--- config.mk ---
export PLATFORM = sky130hd
export DESIGN_NAME = bus_arbiter_rr
export DESIGN_NICKNAME = d
export VERILOG_FILES = /design/src/rtl/bus_pkg.sv /design/src/rtl/rr_select.sv /design/src/rtl/bus_arbiter_rr.sv
export SDC_FILE = /design/constraint.sdc
export NUM_CORES = 1
export LEC_CHECK = 0
export ABC_AREA = 1
export BUFFER_PORTS_ARGS = -buffer_cell sky130_fd_sc_hd__buf_4
export CAP_MARGIN = 20
export CORE_MARGIN = 2
export CORE_UTILIZATION = 35
export DETAILED_ROUTE_END_ITERATION = 10
export SETUP_SLACK_MARGIN = 0.02
export SLEW_MARGIN = 30
export SYNTH_ARGS = -nofsm -noshare
export SYNTH_HDL_FRONTEND = slang
export SYNTH_SLANG_ARGS = --single-unit
export TNS_END_PERCENT = 1
--- constraint.sdc ---
create_clock -name clk -period 4 [get_ports clk]
set_input_delay 0.8 -clock clk [delete_from_list [all_inputs] [get_ports clk]]
set_output_delay 0.8 -clock clk [all_outputs]
set_load 0.01 [all_outputs]
--- src/rtl/bus_pkg.sv ---
// Shared types and defaults for the round-robin serial bus arbiter.
package bus_pkg;

  localparam int unsigned STATE_W = 3;

  localparam int unsigned DEF_NUM_MASTERS = 4;
  localparam int unsigned DEF_ADDR_WIDTH  = 4;
  localparam int unsigned DEF_TIMEOUT     = 255;

  typedef enum logic [STATE_W-1:0] {
    ST_IDLE     = 3'd0,
    ST_GRANT    = 3'd1,
    ST_ADDR     = 3'd2,
    ST_WAIT_SLV = 3'd3,
    ST_CONNECT  = 3'd4
  } arb_state_e;

endpackage

--- src/rtl/rr_select.sv ---
// Combinational round-robin pick: first requester at or after i_ptr, searching upward with wrap.
module rr_select
  import bus_pkg::*;
#(
  parameter int unsigned NUM_MASTERS = DEF_NUM_MASTERS,
  localparam int unsigned IDX_W = $clog2(NUM_MASTERS)
) (
  input  logic [NUM_MASTERS-1:0] i_req,
  input  logic [IDX_W-1:0]       i_ptr,
  output logic [IDX_W-1:0]       o_idx,
  output logic                   o_valid
);

  localparam int unsigned SUM_W = IDX_W + 1;

  logic [SUM_W-1:0] w_sum;

  // Walk offsets from farthest to nearest so the nearest requester is the last one written.
  always_comb begin
    o_idx   = '0;
    o_valid = 1'b0;
    w_sum   = '0;
    for (int k = NUM_MASTERS - 1; k >= 0; k--) begin
      w_sum = {1'b0, i_ptr} + SUM_W'(k);
      if (w_sum >= SUM_W'(NUM_MASTERS)) begin
        w_sum = w_sum - SUM_W'(NUM_MASTERS);
      end
      if (i_req[w_sum[IDX_W-1:0]]) begin
        o_idx   = w_sum[IDX_W-1:0];
        o_valid = 1'b1;
      end
    end
  end

endmodule

--- src/rtl/bus_arbiter_rr.sv ---
// Round-robin serial bus arbiter: grant, serial address capture, slave handshake.
// Optional slave watchdog enabled by defining BUS_ARB_TIMEOUT_EN.
module bus_arbiter_rr
  import bus_pkg::*;
#(
  parameter int unsigned NUM_MASTERS = DEF_NUM_MASTERS,
  parameter int unsigned ADDR_WIDTH  = DEF_ADDR_WIDTH,
  parameter int unsigned TIMEOUT     = DEF_TIMEOUT
) (
  input  logic                   clk,
  input  logic                   rst,
  input  logic [NUM_MASTERS-1:0] m_tx,
  output logic [NUM_MASTERS-1:0] m_rx,
  input  logic                   slv_ready,
  input  logic                   slv_responded,
  output logic [NUM_MASTERS-1:0] grant,
  output logic [ADDR_WIDTH-1:0]  addr,
  output logic                   addr_rdy,
  output logic                   timeout,
  output logic [STATE_W-1:0]     state_o
);

  localparam int unsigned IDX_W = $clog2(NUM_MASTERS);
  localparam int unsigned BIT_W = (ADDR_WIDTH > 1) ? $clog2(ADDR_WIDTH) : 1;

  if (NUM_MASTERS < 2 || ADDR_WIDTH < 1 || TIMEOUT < 1) begin : g_param_check
    $error("bus_arbiter_rr: illegal parameter value");
  end

  arb_state_e             r_state;
  logic [IDX_W-1:0]       r_ptr;
  logic [IDX_W-1:0]       r_idx;
  logic [BIT_W-1:0]       r_bit_cnt;
  logic [ADDR_WIDTH-1:0]  r_shift;
  logic [ADDR_WIDTH-1:0]  r_addr;
  logic                   r_addr_rdy;
  logic [NUM_MASTERS-1:0] r_grant;
  logic [NUM_MASTERS-1:0] r_m_rx;

  logic [IDX_W-1:0]       w_win;
  logic                   w_win_valid;
  logic [NUM_MASTERS-1:0] w_win_onehot;
  logic                   w_bit;
  logic [ADDR_WIDTH-1:0]  w_shift_next;
  logic [IDX_W-1:0]       w_ptr_next;

  rr_select #(
    .NUM_MASTERS (NUM_MASTERS)
  ) u_rr_select (
    .i_req   (m_tx),
    .i_ptr   (r_ptr),
    .o_idx   (w_win),
    .o_valid (w_win_valid)
  );

  assign w_win_onehot = NUM_MASTERS'(1) << w_win;
  assign w_bit        = m_tx[r_idx];
  // MSB arrives first, so each new bit enters at the bottom and older bits move up.
  assign w_shift_next = ADDR_WIDTH'({r_shift, w_bit});
  assign w_ptr_next   = (r_idx == IDX_W'(NUM_MASTERS - 1)) ? '0 : r_idx + IDX_W'(1);

`ifdef BUS_ARB_TIMEOUT_EN
  localparam int unsigned WDOG_W = $clog2(TIMEOUT + 1);
  logic [WDOG_W-1:0] r_wdog;
  logic              r_timeout;
  assign timeout = r_timeout;
`else
  assign timeout = 1'b0;
`endif

  always_ff @(posedge clk) begin
    if (rst) begin
      r_state    <= ST_IDLE;
      r_ptr      <= '0;
      r_idx      <= '0;
      r_bit_cnt  <= '0;
      r_shift    <= '0;
      r_addr     <= '0;
      r_addr_rdy <= 1'b0;
      r_grant    <= '0;
      r_m_rx     <= '0;
`ifdef BUS_ARB_TIMEOUT_EN
      r_wdog     <= '0;
      r_timeout  <= 1'b0;
`endif
    end else begin
      r_m_rx <= '0;
`ifdef BUS_ARB_TIMEOUT_EN
      r_timeout <= 1'b0;
`endif
      case (r_state)
        ST_IDLE: begin
          r_grant <= '0;
          if (w_win_valid) begin
            r_idx   <= w_win;
            r_grant <= w_win_onehot;
            r_m_rx  <= w_win_onehot;
            r_state <= ST_GRANT;
          end
        end
        ST_GRANT: begin
          r_bit_cnt <= '0;
          r_state   <= ST_ADDR;
        end
        ST_ADDR: begin
          r_shift <= w_shift_next;
          if (r_bit_cnt == BIT_W'(ADDR_WIDTH - 1)) begin
            r_addr     <= w_shift_next;
            r_addr_rdy <= 1'b1;
            r_state    <= ST_WAIT_SLV;
`ifdef BUS_ARB_TIMEOUT_EN
            r_wdog     <= '0;
`endif
          end else begin
            r_bit_cnt <= r_bit_cnt + BIT_W'(1);
          end
        end
        ST_WAIT_SLV: begin
          if (slv_ready) begin
            r_addr_rdy <= 1'b0;
            r_state    <= ST_CONNECT;
          end
`ifdef BUS_ARB_TIMEOUT_EN
          // Watchdog expiry loses to a same-cycle slv_ready.
          else if (r_wdog == WDOG_W'(TIMEOUT - 1)) begin
            r_timeout  <= 1'b1;
            r_addr_rdy <= 1'b0;
            r_grant    <= '0;
            r_ptr      <= w_ptr_next;
            r_state    <= ST_IDLE;
          end else begin
            r_wdog <= r_wdog + WDOG_W'(1);
          end
`endif
        end
        ST_CONNECT: begin
          if (slv_responded) begin
            r_grant <= '0;
            r_ptr   <= w_ptr_next;
            r_state <= ST_IDLE;
          end
        end
        default: begin
          r_grant    <= '0;
          r_addr_rdy <= 1'b0;
          r_state    <= ST_IDLE;
        end
      endcase
    end
  end

  assign m_rx     = r_m_rx;
  assign grant    = r_grant;
  assign addr     = r_addr;
  assign addr_rdy = r_addr_rdy;
  assign state_o  = r_state;

endmodule

==> metrics.csv <==
metric,value,unit
RR Endpoint,grant[2],
Die Height,65.1,µm
peak supply drop,0.263,mV
initial antenna violation count,0,
die area,4230,µm²
top-level port count,25,
post-synth top area cell,dfxtp_1,
cts hold-fix bufs,0,
syn_area_per_cell,6.87,µm²
Wirelength per Cell,9.67,µm
Power Dens Cells,508,nW/µm²
Top Metal Used,met4,
first-pass GRT wire length,4320,µm
post-DP HPWL,1980,µm
Detailed Route WL,2530,µm
drt via density,4.50,
top post-synthesis cells by area,"dfxtp_1 (38%), nand2_1 (12%), nand2_2 (6.7%)",
layout cells sized above 1,27.6,%
CTS Root Cell,clkbuf_8,
Crit path arrival time,0.90,ns
CORE AREA,3630,µm²
met3 routed wirelength,60,µm
Pleak,0.762,nW
hold slack,0.466,ns
DRC violations left,0,
clock latency on the worst-skew pair,0.26,ns
post-synthesis cell count,190,
sequential area share after synthesis,38.4,%
Met1 Wirelength,1240,µm
starting density of the core,35.9,%
port bufs,23,
Post-synth top flop,dfxtp_1,
htree depth,1,
Worst Setup Start Kind,flop,
ys async rst share,0,%
Crit Path Class,reg -> out,
"Hold Violations, Final",0,
Layout Skew,0.00533,ns
RSZ-0062 raised after global routing,false,
DR vias,1178,
CTS tree,done,
crit-path cells,buf_4,
vias in the first global route,1094,
final setup fails,0,
setup TNS,0,ns
cts repair resizes,0,
FP Rows,22,
first-pass detailed-route iteration total,4,
min cycle time layout,1.70,ns
fin crit share,42.6,%
total track usage,12.6,%
TritonCTS sink count,25,
status,"finished, final reports clean",
FILL cells,401,
Worst setup endpoint,state_o[2],
fmax,587,MHz
Critical path origin,state_o[2],
WL met2,1220,µm
total gr overflow,0,
critical path depth,1,
CP peak stage delay,0.47,ns
die width,65.1,µm
Worst EP required,3.20,ns
Synth Register Bits,25,
ant diodes,0,
CTS buffer count,3,
Buf/Inv on CP,1,
area grow syn2layout,19.7,%
slowest stage cell on the critical path,dfxtp_1,
Synthesized Nets,200,
Clock Path Buffers,2,
top cell type's share of synthesized area,38.4,%
pin count of the biggest net entering global routing,15,
Max-cap violations,0,
critical path's top delay family,flip-flops,
Post-CTS Setup Inserts,0,
Max Slew Vio Count,0,
synth unique cells,26,
R2R depth,13,
"commonest non-fill, non-tap cell in the layout",nand2_1,
Iter 0 DRT Violations,20,
Post-DRT Antenna Nets,0,
yosys warns,0,
Post-Syn Area,1310,µm²
"commonest cells after routing, fill and taps aside","nand2_1 (43), dfxtp_1 (25), buf_4 (23)",
gpl congestion,0.796,
"Max FO, Critical Path",7,
worst reg2reg setup slack,2.40,ns
net count reported at finish,225,
"CTS clk-pin slew, worst paths",0.09,ns
number of synthesized flops with an enable pin,0,
Hold WC Path Type,reg -> reg,
type of destination of the critical path,output port,
RR Startpoint,r_ptr[0],
[registers in the layout (all words and copies together) (netlist names)]
| signal | count |
|---|---|
| state_o | 3 |
| r_idx | 2 |
| r_bit_cnt | 2 |
| r_shift | 3 |
| addr_rdy | 1 |
| m_rx | 4 |
| r_ptr | 2 |
| addr | 4 |
| grant | 4 |
[kinds of logic (layout without fill, tap and decap cells)]
logic type,after synthesis,count (layout),synth area share (%)
flip-flops,25,25,38.4
buffers and inverters,30,54,10.1
adder cells (fa/ha/maj),2,2,1.92
AND/OR/NAND/NOR,102,102,37.6
other,1,1,0.287
AO/OA/AOI/OAI,30,30,11.8
[per-layer routing]
| metal | track usage [%] | up-vias |
|---|---|---|
| met1 | 15.9 | 525 |
| met2 | 21.9 | 12 |
| li1 | - | 639 |
| met3 | 2.08 | 2 |
| met5 | 0 | - |
| met4 | 3.91 | 0 |
[worst min path at each step]
stage | startpoint | endpoint | cells past startpoint
floorplan | r_shift[1] | addr[2] | 2
global placement | addr[2] | addr[2] | 2
detailed placement | addr[2] | addr[2] | 2
CTS | addr[2] | addr[2] | 2
global route | addr[2] | addr[2] | 2
finish | addr[2] | addr[2] | 2
[where the power goes]
part	total (mW)	switching, mW	internal (mW)	leakage, nW
combinational	0.308	0.187	0.121	0.533
clock	0.145	0.0751	0.0695	0.0255
sequential	0.341	0.0403	0.301	0.204
total	0.793	0.302	0.491	0.762
[synthesized netlist by cell type, types with 2 or more instances]
master   instances
nor2_4           2
o21ai_0         13
nand2_2         14
nand3_1         10
dfxtp_1         25
nand2_1         43
a21oi_1         15
inv_1           18
nor3_2           2
nor2_1          22
inv_2            7
ha_1             2
nor3_1           3
nand2_4          2
[stage by stage]
step	cell area (µm²)	power (mW)	worst slack [ns]	std cells	util (%)
global route	1560	0.865	2.18	262	43.0
global placement	1520	0.655	2.10	258	41.7
finish	1560	0.793	2.30	262	43.0
floorplan	1310	0.568	2.30	190	-
detailed placement	1520	0.657	2.09	258	41.7
CTS	1560	0.805	2.28	262	43.0
[area by class of cell]
class / instances / area, µm² / area share (%)
tap: 48 / 60.1 / 3.85
timing repair buffer: 23 / 173 / 11.1
inverter: 27 / 109 / 6.97
multi-input combinational: 135 / 673 / 43.1
clock buffer: 3 / 41.3 / 2.64
sequential: 25 / 500 / 32.1
clock inverter: 1 / 5.00 / 0.321
[worst register-to-register path, stage by stage, from the launching register on]
cell and delay [ns]:
dfxtp_1 0.59, inv_6 0.08, nand2_1 0.07, nand2_1 0.09, nand2_2 0.10, nand2_2 0.07
inv_1 0.06, nand2_2 0.06, nor2_4 0.12, nor2_4 0.05, nand2_2 0.07, nor2_1 0.04
nor2_1 0.08, nor2_1 0.04
Power figures use the tool's default switching activity.
